## config.mk

```make
export PLATFORM = sky130hd
export DESIGN_NAME = vend_dispense_ctrl_flat
export DESIGN_NICKNAME = d
export VERILOG_FILES = /design/src/rtl/vend_dispense_if.sv /design/src/rtl/vend_dispense_ctrl.sv /design/src/flat_wrapper.sv
export SDC_FILE = /design/constraint.sdc
export NUM_CORES = 1
export LEC_CHECK = 0
export CORE_MARGIN = 3
export CORE_UTILIZATION = 35
export CTS_CLUSTER_DIAMETER = 60
export DETAILED_ROUTE_END_ITERATION = 6
export GPL_ROUTABILITY_DRIVEN = 0
export PLACE_DENSITY = 0.59
export SLEW_MARGIN = 20
export SYNTH_ARGS = -nofsm -noshare
export SYNTH_HDL_FRONTEND = slang
export SYNTH_SLANG_ARGS = --single-unit
```

## constraint.sdc

```tcl
create_clock -name clk -period 3.9 [get_ports clk]
set_input_delay 1.17 -clock clk [delete_from_list [all_inputs] [get_ports clk]]
set_output_delay 1.17 -clock clk [all_outputs]
set_load 0.1 [all_outputs]
```

## src/rtl/vend_dispense_if.sv

```systemverilog
// Handshake bundle between the vending FSM / actuator side and vend_dispense_ctrl.
// COIN_COUNT_EN adds the coins_paid counter output.
interface vend_dispense_if #(
    parameter int CAMBIO_W = 5
);
    logic                listo;
    logic [1:0]          producto;
    logic [CAMBIO_W-1:0] cambio;
    logic [2:0]          hopper_empty;
    logic                coin_ack;
    logic                clear_fault;
    logic [2:0]          motor_en;
    logic [2:0]          coin_eject;
    logic                busy;
    logic                done;
    logic                fault;
    logic [CAMBIO_W-1:0] pendiente;
`ifdef COIN_COUNT_EN
    logic [7:0]          coins_paid;
`endif

    modport master (
        output listo, producto, cambio, hopper_empty, coin_ack, clear_fault,
        input  motor_en, coin_eject, busy, done, fault, pendiente
`ifdef COIN_COUNT_EN
        , input coins_paid
`endif
    );

    modport slave (
        input  listo, producto, cambio, hopper_empty, coin_ack, clear_fault,
        output motor_en, coin_eject, busy, done, fault, pendiente
`ifdef COIN_COUNT_EN
        , output coins_paid
`endif
    );
endinterface

```

## src/rtl/vend_dispense_ctrl.sv

```systemverilog
// Product motor and greedy change-payout sequencer (4/2/1 hoppers, per-coin ack with timeout).
// Optional macro COIN_COUNT_EN adds a saturating count of accepted coins on coins_paid.
module vend_dispense_ctrl #(
    parameter int CAMBIO_W     = 5,
    parameter int MOTOR_CYCLES = 8,
    parameter int ACK_TIMEOUT  = 16
) (
    input  logic             clk,
    input  logic             rst,
    vend_dispense_if.slave   bus
);
    localparam int MOT_W = $clog2(MOTOR_CYCLES + 1);
    localparam int TMO_W = $clog2(ACK_TIMEOUT + 1);

    typedef enum logic [2:0] {
        ST_IDLE     = 3'd0,
        ST_MOTOR    = 3'd1,
        ST_SELECT   = 3'd2,
        ST_EJECT    = 3'd3,
        ST_WAIT_ACK = 3'd4,
        ST_DONE     = 3'd5,
        ST_FAULT    = 3'd6
    } state_t;

    state_t              state_r, state_s;
    logic [1:0]          prod_r, prod_s;
    logic [CAMBIO_W-1:0] pend_r, pend_s;
    logic [2:0]          coin_r, coin_s;
    logic [MOT_W-1:0]    mot_cnt_r, mot_cnt_s;
    logic [TMO_W-1:0]    tmo_cnt_r, tmo_cnt_s;
    logic [2:0]          motor_en_r, motor_en_s;
    logic [2:0]          coin_eject_r, coin_eject_s;
    logic                busy_r, busy_s;
    logic                done_r, done_s;
    logic                fault_r, fault_s;

    function automatic logic [2:0] prod_onehot(input logic [1:0] p);
        logic [2:0] oh;
        case (p)
            2'b01:   oh = 3'b001;
            2'b10:   oh = 3'b010;
            2'b11:   oh = 3'b100;
            default: oh = 3'b000;
        endcase
        return oh;
    endfunction

    // Next-state, datapath and next-output decode; coin one-hot doubles as its value.
    always_comb begin
        state_s   = state_r;
        prod_s    = prod_r;
        pend_s    = pend_r;
        coin_s    = coin_r;
        mot_cnt_s = mot_cnt_r;
        tmo_cnt_s = tmo_cnt_r;
        case (state_r)
            ST_IDLE: begin
                if (bus.listo) begin
                    prod_s = bus.producto;
                    pend_s = bus.cambio;
                    if (bus.producto != 2'b00) begin
                        state_s   = ST_MOTOR;
                        mot_cnt_s = MOT_W'(MOTOR_CYCLES - 1);
                    end else begin
                        state_s = ST_SELECT;
                    end
                end else begin
                    state_s = ST_IDLE;
                end
            end
            ST_MOTOR: begin
                if (mot_cnt_r == {MOT_W{1'b0}}) begin
                    state_s = ST_SELECT;
                end else begin
                    mot_cnt_s = mot_cnt_r - MOT_W'(1);
                end
            end
            ST_SELECT: begin
                if (pend_r == {CAMBIO_W{1'b0}}) begin
                    state_s = ST_DONE;
                end else if ((pend_r >= CAMBIO_W'(4)) && !bus.hopper_empty[2]) begin
                    coin_s  = 3'b100;
                    state_s = ST_EJECT;
                end else if ((pend_r >= CAMBIO_W'(2)) && !bus.hopper_empty[1]) begin
                    coin_s  = 3'b010;
                    state_s = ST_EJECT;
                end else if (!bus.hopper_empty[0]) begin
                    coin_s  = 3'b001;
                    state_s = ST_EJECT;
                end else begin
                    state_s = ST_FAULT;
                end
            end
            ST_EJECT: begin
                tmo_cnt_s = {TMO_W{1'b0}};
                state_s   = ST_WAIT_ACK;
            end
            ST_WAIT_ACK: begin
                if (bus.coin_ack) begin
                    pend_s  = pend_r - CAMBIO_W'(coin_r);
                    state_s = ST_SELECT;
                end else if (tmo_cnt_r == TMO_W'(ACK_TIMEOUT - 1)) begin
                    state_s = ST_FAULT;
                end else begin
                    tmo_cnt_s = tmo_cnt_r + TMO_W'(1);
                end
            end
            ST_DONE: begin
                state_s = ST_IDLE;
            end
            ST_FAULT: begin
                if (bus.clear_fault) begin
                    pend_s  = {CAMBIO_W{1'b0}};
                    state_s = ST_IDLE;
                end else begin
                    state_s = ST_FAULT;
                end
            end
            default: begin
                state_s = ST_IDLE;
            end
        endcase

        motor_en_s   = (state_s == ST_MOTOR) ? prod_onehot(prod_s) : 3'b000;
        coin_eject_s = (state_s == ST_EJECT) ? coin_s : 3'b000;
        busy_s       = (state_s != ST_IDLE);
        done_s       = (state_s == ST_DONE);
        fault_s      = (state_s == ST_FAULT);
    end

    // State, datapath and registered outputs.
    always_ff @(posedge clk) begin
        if (rst) begin
            state_r      <= ST_IDLE;
            prod_r       <= 2'b00;
            pend_r       <= {CAMBIO_W{1'b0}};
            coin_r       <= 3'b000;
            mot_cnt_r    <= {MOT_W{1'b0}};
            tmo_cnt_r    <= {TMO_W{1'b0}};
            motor_en_r   <= 3'b000;
            coin_eject_r <= 3'b000;
            busy_r       <= 1'b0;
            done_r       <= 1'b0;
            fault_r      <= 1'b0;
        end else begin
            state_r      <= state_s;
            prod_r       <= prod_s;
            pend_r       <= pend_s;
            coin_r       <= coin_s;
            mot_cnt_r    <= mot_cnt_s;
            tmo_cnt_r    <= tmo_cnt_s;
            motor_en_r   <= motor_en_s;
            coin_eject_r <= coin_eject_s;
            busy_r       <= busy_s;
            done_r       <= done_s;
            fault_r      <= fault_s;
        end
    end

    assign bus.motor_en   = motor_en_r;
    assign bus.coin_eject = coin_eject_r;
    assign bus.busy       = busy_r;
    assign bus.done       = done_r;
    assign bus.fault      = fault_r;
    assign bus.pendiente  = pend_r;

`ifdef COIN_COUNT_EN
    logic [7:0] coins_r;

    // Saturating count of coins confirmed by the hoppers; survives clear_fault.
    always_ff @(posedge clk) begin
        if (rst) begin
            coins_r <= 8'd0;
        end else if ((state_r == ST_WAIT_ACK) && bus.coin_ack && (coins_r != 8'd255)) begin
            coins_r <= coins_r + 8'd1;
        end else begin
            coins_r <= coins_r;
        end
    end

    assign bus.coins_paid = coins_r;
`endif
endmodule
```

## src/flat_wrapper.sv

```systemverilog
// flat-port wrapper written by rule: the top's interface ports become plain ports
module vend_dispense_ctrl_flat 
#(
    parameter int CAMBIO_W     = 5,
    parameter int MOTOR_CYCLES = 8,
    parameter int ACK_TIMEOUT  = 16
)
  (clk, rst, bus_listo, bus_producto, bus_cambio, bus_hopper_empty, bus_coin_ack, bus_clear_fault, bus_motor_en, bus_coin_eject, bus_busy, bus_done, bus_fault, bus_pendiente);
  vend_dispense_if #(.CAMBIO_W(CAMBIO_W)) bus_i ();
  input  logic clk;
  input  logic rst;
  input wire logic [$bits(bus_i.listo)-1:0] bus_listo;
  input wire logic [$bits(bus_i.producto)-1:0] bus_producto;
  input wire logic [$bits(bus_i.cambio)-1:0] bus_cambio;
  input wire logic [$bits(bus_i.hopper_empty)-1:0] bus_hopper_empty;
  input wire logic [$bits(bus_i.coin_ack)-1:0] bus_coin_ack;
  input wire logic [$bits(bus_i.clear_fault)-1:0] bus_clear_fault;
  output wire logic [$bits(bus_i.motor_en)-1:0] bus_motor_en;
  output wire logic [$bits(bus_i.coin_eject)-1:0] bus_coin_eject;
  output wire logic [$bits(bus_i.busy)-1:0] bus_busy;
  output wire logic [$bits(bus_i.done)-1:0] bus_done;
  output wire logic [$bits(bus_i.fault)-1:0] bus_fault;
  output wire logic [$bits(bus_i.pendiente)-1:0] bus_pendiente;
  assign bus_i.listo = bus_listo;
  assign bus_i.producto = bus_producto;
  assign bus_i.cambio = bus_cambio;
  assign bus_i.hopper_empty = bus_hopper_empty;
  assign bus_i.coin_ack = bus_coin_ack;
  assign bus_i.clear_fault = bus_clear_fault;
  assign bus_motor_en = bus_i.motor_en;
  assign bus_coin_eject = bus_i.coin_eject;
  assign bus_busy = bus_i.busy;
  assign bus_done = bus_i.done;
  assign bus_fault = bus_i.fault;
  assign bus_pendiente = bus_i.pendiente;
  vend_dispense_ctrl #(.CAMBIO_W(CAMBIO_W), .MOTOR_CYCLES(MOTOR_CYCLES), .ACK_TIMEOUT(ACK_TIMEOUT)) u_core (.clk(clk), .rst(rst), .bus(bus_i));
endmodule
```

; Yosys cells after proc, flatten, opt, wreduce, memory -nomap -nowiden
; Cells that the tools add are included.
[classes]
addsub = 3
multipliers = 0
n_div = 0
n_lt_le_gt_ge = 2
n_eq_ne = 20
shifts = 0
n_mux = 30
bitwise = 2
n_reduce_logical = 17
[ops]
columns = operator, n
row1 = 3-bit two-way mux, 13
row2 = 5-bit two-way mux, 5
row3 = 3-bit case mux with 6 select lines, 1
row4 = 5-bit case mux with 3 select lines, 1
row5 = 3-bit equality test (second input constant), 4
row6 = 4-bit two-way mux, 3
row7 = 2-bit inequality test (second input constant), 6
row8 = 5-bit case mux with 2 select lines, 1
row9 = 3-bit by 2-bit equality test with 1-bit output (second input constant), 3
row10 = 3-bit case mux with 3 select lines, 1
row11 = 2-bit two-way mux, 4
row12 = 4-bit case mux with 2 select lines, 1
row13 = 4-bit AND reduction, 2
row14 = 3-bit by 1-bit equality test with 1-bit output (second input constant), 2
row15 = 2-bit nonzero test, 3
row16 = 3-bit nonzero test, 2
row17 = 5-bit by 1-bit adder with 5-bit output (second input constant), 1
row18 = 5-bit by 4-bit equality test with 1-bit output (second input constant), 1
row19 = 5-bit by 2-bit >= comparator with 1-bit output (second input constant), 1
row20 = 5-bit by 3-bit >= comparator with 1-bit output (second input constant), 1
row21 = 5-bit zero test, 1
row22 = 5-bit by 3-bit subtractor with 5-bit output, 1
row23 = 2-bit equality test (second input constant), 2
row24 = 4-bit zero test, 1
row25 = other kinds (9), 13
[word_totals]
regBits = 31
latch_bits = 0
mem_bits_rw = 0
mem_bits_ro = 0
in_bits = 15
output_inout_bits = 14
elab_cells = 85
n_memories = 0

; Depth between registers and ports, before layout
; Gate-level depths: netlist of the first run.
[depth]
depth_word = 9
depth_mapped = 8
depth_no_buf = 8

; Worst setup path after synthesis of the first run
; No wires, ideal clock.
[synth_timing]
path_type = reg-to-reg
from = register u_core.pend_r[0], in the netlist u_core.bus.pendiente[0]
to = register u_core.pend_r[4], in the netlist u_core.bus.pendiente[4]
setup_ns = 0.091
arrival_ns = 2.402
required_time_ns = 3.809
path_slack_ns = 1.407
path_stages_with_launch = 9
n_path_buf = 0
period_less_slack_ns = 2.493
cell_sequence = dfxtp_1 inv_1 ha_1 inv_1 fa_1 a211oi_1 xnor2_1 or3_1 a311oi_1
[synth_via]
elab_chain_cells = 3
[synth_rtl]
columns = item, line
row1 = start: declaration, vend_dispense_ctrl.sv:27  ; logic [CAMBIO_W-1:0] pend_r, pend_s;
row2 = start signal: assignment, vend_dispense_ctrl.sv:136  ; pend_r <= {CAMBIO_W{1'b0}};
row3 = start signal: assignment, vend_dispense_ctrl.sv:148  ; pend_r <= pend_s;
row4 = 5-bit by 3-bit subtractor with 5-bit output, vend_dispense_ctrl.sv:100  ; pend_s = pend_r - CAMBIO_W'(coin_r);
row5 = 5-bit two-way mux, vend_dispense_ctrl.sv:99  ; if (bus.coin_ack) begin
row6 = 5-bit case mux with 3 select lines, vend_dispense_ctrl.sv:56  ; case (state_r)
; Every way passes these cells. The select of a mux whose other input is x is not followed.
; A chain may end at the register's enable or synchronous reset.

; Final worst setup path of the first run
[layout_timing]
from = register u_core.fault_r, in the netlist u_core.bus.fault
to = output bus_fault
[layout_rtl]
columns = item, line
row1 = start: declaration, vend_dispense_ctrl.sv:35  ; logic fault_r, fault_s;
row2 = start signal: assignment, vend_dispense_ctrl.sv:156  ; fault_r <= fault_s;
row3 = end: declaration, flat_wrapper.sv:22  ; output wire logic [$bits(bus_i.fault)-1:0] bus_fault;
; No word-level cell between the ends.

==> impl_metrics.py, run 1 <==
metrics = {
    "placed_design": {
        "place.detailed.hpwl_um": 2710,
        "place_worst_setup_slack_ns": 0.920,
        "port_buffers": 28,
        "placed_area_mm2": 0.00190,
    },
    "synth": {
        "synthAdderAreaFrac_pct": 5.96,
        "synth_cell_type_count": 46,
        "yosysSeqAreaShare_pct": 38.9,
        "synth_area_mm2": 0.00160,
        "async_flop_share_pct": 0,
        "netlist_top_cells_area": "dfxtp_1, nor2_1, ha_1, a21oi_1, nor3_1",
        "ys_ff_latch": 31,
        "synth_cells": 185,
        "yosysWarnings": 0,
        "yosysTopAreaCell": "dfxtp_1",
        "syn_area_per_cell_um2": 8.63,
        "synth_edf_count": 0,
        "synthFlopType": "dfxtp_1",
        "synth-compound-area-share_pct": 19.4,
        "synth_top_family_by_area": "simple AND/OR/NAND/NOR gates",
        "synth_xor_area_share_pct": 3.29,
        "syn-num-nets": 207,
        "synth.top_cell.area_share_pct": 38.9,
        "synthMuxAreaShare_pct": 2.51,
        "synth-simple-area-share_pct": 25.4,
    },
    "routing": {
        "num_vias": 1397,
        "wl_um": 3690,
        "drc": 0,
        "drtAntennaViolNets": 0,
        "drt_iter0_markers": 118,
        "dr.pass1.iters": 4,
        "wl_per_cell_um": 14.0,
        "post_drt_via_cell_ratio": 5.29,
    },
    "timing": {
        "fin_crit_sh_pct": 74.3,
        "final.setup.tns_ns": 0,
        "slew_violations": 0,
        "layout_setup_ws_ns": 1.00,
        "setup_violations": 0,
        "period_needed_ns": 2.90,
        "timing.final.hold_violations": 0,
        "grt_setup_unrepaired": "false",
        "worst_slew_pin_slew_ns": 0.973,
        "slew-limit-headroom_pct": 34.9,
        "finalClockSkew_ns": 0.00474,
        "max_freq_mhz": 345,
    },
    "global_route": {
        "grt_max_degree": 23,
        "grt_pass1_vias": 1408,
        "grt_pass1_wl_um": 6370,
        "grt_usage_pct": 15.1,
        "antenna_found_initial": 0,
        "grt_overflow": 0,
    },
    "die": {
        "ioPinCount": 29,
        "fp.coreArea_mm2": 0.00420,
        "dieArea_mm2": 0.00541,
        "die_y_um": 73.5,
        "initial_core_util_pct": 38.0,
        "die_x_um": 73.5,
        "row_count": 23,
    },
    "clocking": {
        "path_clk_slew_ns": 0.07,
        "cts-root-buf": "clkbuf_8",
        "tritoncts": "yes",
        "cts-resized-gates": 0,
        "cts_sinks": 31,
        "insertion_delay_ns": 0.28,
        "hold_buffers": 0,
        "clockBufferDepth": 2,
        "post_cts_buffers": 0,
        "htree_levels": 2,
        "cts_buffers": 5,
    },
    "critical_path": {
        "slowest_stage": "clkdlybuf4s50_1",
        "cp-startpoint": "u_core.bus.fault",
        "slowest_delay_ns": 1.13,
        "crit_path_start_kind": "flip-flop",
        "cp.arrival_ns": 1.73,
        "worstReg2RegStart": "u_core.bus.pendiente[0]",
        "cp.required_ns": 2.73,
        "crit_fanout": 1,
        "critPathCaptureType": "output pin",
        "worst_path_dominant_cell_family": "buffers and inverters",
        "critical_path_buf_inv_count": 1,
        "path_cells": "clkdlybuf4s50_1",
        "path_class": "reg2out",
    },
    "pwr": {
        "swShare_pct": 40.9,
        "p_leak_nw": 0.759,
        "power_frac_comb_pct": 41.5,
        "p_int_mw": 0.833,
        "p_per_area_mw_per_mm2": 694,
        "p_seq_share_pct": 31.9,
        "p_switching_mw": 0.577,
        "power_frac_clock_pct": 26.5,
        "peakVddDrop_v": 0.000447,
    },
    "finish": {
        "num_antenna_cells": 0,
        "syn_to_final_growth_pct": 27.3,
        "final_util_pct": 48.4,
        "fin_area_mm2": 0.00203,
        "nets": 235,
        "drive_above_1_share_pct": 8.41,
        "fillers": 411,
    },
    "min_path": {
        "hold_start": "u_core.tmo_cnt_r[4]",
        "hold_class": "reg2reg",
    },
    "run_status": {
        "status": "finished clean",
    },
    "run": {
        "cap_violations": 0,
    },
}
-- worst paths after layout --
check / to / slack (ns) / cells after the start
min reg2reg: u_core.tmo_cnt_r[4] / 0.52 / 2
max: bus_fault / 1.00 / 1
min: u_core.tmo_cnt_r[4] / 0.52 / 2
max reg2reg: u_core.bus.pendiente[4] / 1.82 / 8
-- power by group through the flow --
stage / clock, mW / sequential (mW) / combinational [mW]
2_1_floorplan: 0 / 0.584 / 0.333
3_3_place_gp: 0 / 0.454 / 0.578
3_5_place_dp: 0 / 0.457 / 0.587
4_1_cts: 0.382 / 0.450 / 0.590
5_1_grt: 0.397 / 0.462 / 0.646
6_report: 0.374 / 0.450 / 0.586
-- registers in the layout, indices dropped and copies added (netlist names) --
name                   cells
u_core.prod_r              2
u_core.bus.done            1
u_core.state_r             3
u_core.bus.coin_eject      3
u_core.bus.busy            1
u_core.bus.fault           1
u_core.tmo_cnt_r           5
u_core.coin_r              3
u_core.bus.motor_en        3
u_core.bus.pendiente       5
u_core.mot_cnt_r           4
-- cell families after synthesis --
kind of cell             count (synthesis)
multiplexers                             4
flip-flops                              31
adder cells (fa/ha/maj)                  7
AND/OR/NAND/NOR                         74
AO/OA/AOI/OAI                           45
buffers and inverters                   18
XOR/XNOR                                 6
-- cell type report --
type / count / area, um^2 / area share (%)
multi-input cells: 136 / 903 / 44.5
flip-flops and latches: 31 / 621 / 30.5
repair buffers: 29 / 275 / 13.5
clock buffers: 6 / 72.6 / 3.57
well taps: 50 / 62.6 / 3.08
clock inverters: 2 / 60.1 / 2.96
inverters: 10 / 37.5 / 1.85
-- through the flow --
step | cells | hold WS [ns] | total power [mW]
final | 264 | 0.519 | 1.41
after floorplan | 185 | 0.454 | 0.918
after CTS | 264 | 0.528 | 1.42
after detailed placement | 256 | 0.483 | 1.04
after global routing | 264 | 0.581 | 1.51
after global placement | 256 | 0.472 | 1.03
-- cell usage in the layout, fill, tap and decap left out, types with 3 or more instances in the layout --
cell | netlist | routed
nand3_1 | 4 | 4
a22oi_1 | 3 | 3
clkdlybuf4s50_1 | 0 | 23
a21oi_1 | 12 | 12
nor2_1 | 29 | 29
xor2_1 | 4 | 4
buf_4 | 0 | 6
inv_1 | 10 | 10
nor3_1 | 10 | 10
o21ai_0 | 9 | 9
nand2_1 | 3 | 3
nor3b_1 | 4 | 4
a211oi_1 | 4 | 4
nor4b_1 | 3 | 3
clkbuf_8 | 0 | 5
dfxtp_1 | 31 | 31
ha_1 | 6 | 6
mux2i_1 | 4 | 4
-- cells in the mapped netlist (all sizes together), types with 2 or more instances --
cell	instances
or2	2
or3	2
xor2	4
a21oi	12
nor3b	5
ha	6
nand2b	2
buf	4
o21ai	10
inv	10
nor2	29
o22ai	2
a311oi	2
nand3	4
mux2i	4
nor4	2
a211oi	4
o21a	2
a22oi	3
nor2b	2
nor4b	4
a2bb2oi	2
nand3b	2
nor3	10
dfxtp	31
a21o	2
xnor2	2
nand2	3
clkbuf	4
and2	3
-- metal layers --
| metal | vias to the layer above | global-route usage (%) | wire length (um) |
|---|---|---|---|
| li1 | 716 | - | - |
| met3 | 4 | 4.79 | 157 |
| met2 | 26 | 24.3 | 1740 |
| met5 | - | 0 | 0 |
| met1 | 651 | 19.2 | 1750 |
| met4 | 0 | 4.83 | 38 |
Power figures use the tool's default switching activity.
==> run 2: changes to the inputs <==
==> constraint.sdc (replaced) <==
create_clock -name clk -period 2.7 [get_ports clk]
set_input_delay 0.81 -clock clk [delete_from_list [all_inputs] [get_ports clk]]
set_output_delay 0.81 -clock clk [all_outputs]
set_load 0.1 [all_outputs]
==> impl_metrics.py, run 2 (synthesized netlist as in run 1, its figures left out) <==
metrics = {
    "finish": {
        "final_cell_mix": "dfxtp_1, nor2_1, buf_4",
        "fin_area_mm2": 0.00198,
        "syn_to_final_growth_pct": 23.8,
        "nets": 237,
        "num_antenna_cells": 0,
        "drive_above_1_share_pct": 13.4,
        "final_common_cell": "dfxtp_1",
        "fillers": 414,
    },
    "critical_path": {
        "cp.required_ns": 2.88,
        "r2r-end": "u_core.bus.pendiente[4]",
        "crit_fanout": 4,
        "worstReg2RegStart": "u_core.bus.pendiente[0]",
        "critPathCaptureType": "flip-flop",
        "reg2reg_slack_ns": 0.55,
        "path_class": "in2reg",
        "crit_path_start_kind": "input pin",
        "r2r.worst_path.cells": 8,
        "cp.arrival_ns": 2.43,
    },
    "die": {
        "die_y_um": 73.5,
        "die_x_um": 73.5,
        "dieArea_mm2": 0.00541,
        "row_count": 23,
        "fp.coreArea_mm2": 0.00420,
        "initial_core_util_pct": 38.0,
        "ioPinCount": 29,
    },
    "timing": {
        "layout_setup_ws_ns": 0.453,
        "grt_setup_unrepaired": "false",
        "period_needed_ns": 2.25,
        "holdWs_ns": 0.485,
        "timing.final.hold_violations": 0,
        "final.setup.tns_ns": 0,
        "setup_violations": 0,
        "max_freq_mhz": 445,
        "worst_slew_pin_slew_ns": 0.603,
        "slew_violations": 0,
        "finalClockSkew_ns": 0.00333,
        "fin_crit_sh_pct": 83.2,
        "slew-limit-headroom_pct": 59.8,
    },
    "global_route": {
        "antenna_found_initial": 0,
        "grt_pass1_wl_um": 6340,
        "grt_usage_pct": 15.2,
        "grt_overflow": 0,
        "grt_pass1_vias": 1415,
        "grt_max_degree": 22,
    },
    "min_path": {
        "hold_class": "reg2reg",
        "whs_path_depth": 2,
        "hold_end": "u_core.tmo_cnt_r[4]",
        "hold_start": "u_core.tmo_cnt_r[4]",
    },
    "routing": {
        "dr.pass1.iters": 4,
        "drt_iter0_markers": 39,
        "num_vias": 1414,
        "drc": 0,
        "wl_um": 3760,
        "drtAntennaViolNets": 0,
        "wl_per_cell_um": 14.1,
        "post_drt_via_cell_ratio": 5.32,
    },
    "clocking": {
        "cts-resized-gates": 0,
        "path_clk_slew_ns": 0.06,
        "post_cts_buffers": 0,
        "insertion_delay_ns": 0.28,
        "htree_levels": 2,
        "tritoncts": "yes",
        "hold_buffers": 0,
        "clockBufferDepth": 2,
        "cts_buffers": 5,
        "cts_sinks": 31,
        "cts-root-buf": "clkbuf_8",
    },
    "placed_design": {
        "placed_area_mm2": 0.00189,
        "place_worst_setup_slack_ns": 0.0972,
        "place.detailed.hpwl_um": 2800,
        "port_buffers": 28,
    },
    "pwr": {
        "p_per_area_mw_per_mm2": 940,
        "finalPower_mw": 1.86,
        "peakVddDrop_v": 0.000613,
        "p_leak_nw": 0.762,
    },
    "run_status": {
        "status": "finished clean",
    },
    "run": {
        "cap_violations": 0,
    },
}
run 2: final cells by class:
class | instances | area, um^2 | share of cell area, %
Tap cell | 50 | 62.6 | 3.16
Clock inverter | 2 | 12.5 | 0.633
Clock buffer | 6 | 72.6 | 3.67
Sequential cell | 31 | 621 | 31.4
Timing Repair Buffer | 31 | 268 | 13.5
Inverter | 10 | 37.5 | 1.90
Multi-Input combinational cell | 136 | 903 | 45.7
run 2: worst max path at each step:
stage / start / end / slack, ns / depth (start not counted)
after detailed placement: bus_listo / u_core.bus.motor_en[0] / 0.1 / 4
after floorplan: u_core.bus.pendiente[0] / u_core.bus.pendiente[4] / 0.21 / 8
after CTS: bus_listo / u_core.bus.motor_en[0] / 0.41 / 4
after global placement: bus_producto[1] / u_core.bus.motor_en[0] / 0.23 / 6
after global routing: bus_listo / u_core.bus.motor_en[1] / 0.29 / 4
final: bus_listo / u_core.bus.motor_en[0] / 0.45 / 4
run 2: worst max-delay path, stage by stage:
cell and delay [ns]:
clkdlybuf4s50_1 0.49, nor4b_2 0.43, mux2i_1 0.40, nor4b_1 0.28
run 2: per-stage QoR:
stage | instances | util, %
after floorplan | 185 | -
after global placement | 258 | 45.0
after detailed placement | 258 | 45.0
after CTS | 266 | 47.1
after global routing | 266 | 47.1
final | 266 | 47.1
run 2: report_power, final:
part | internal, mW | total [mW] | switching (mW)
registers | 0.538 | 0.651 | 0.113
clock network | 0.180 | 0.348 | 0.168
logic | 0.303 | 0.860 | 0.557
run 2: routing by layer:
layer	routed length, um	vias up	global-route usage [%]	part of all wire, %
li1	-	719	-	-
met1	1760	652	18.2	47
met2	1750	32	24.6	47
met3	169	11	4.65	4.5
met4	84	0	7.04	2.2
met5	0	-	0	0
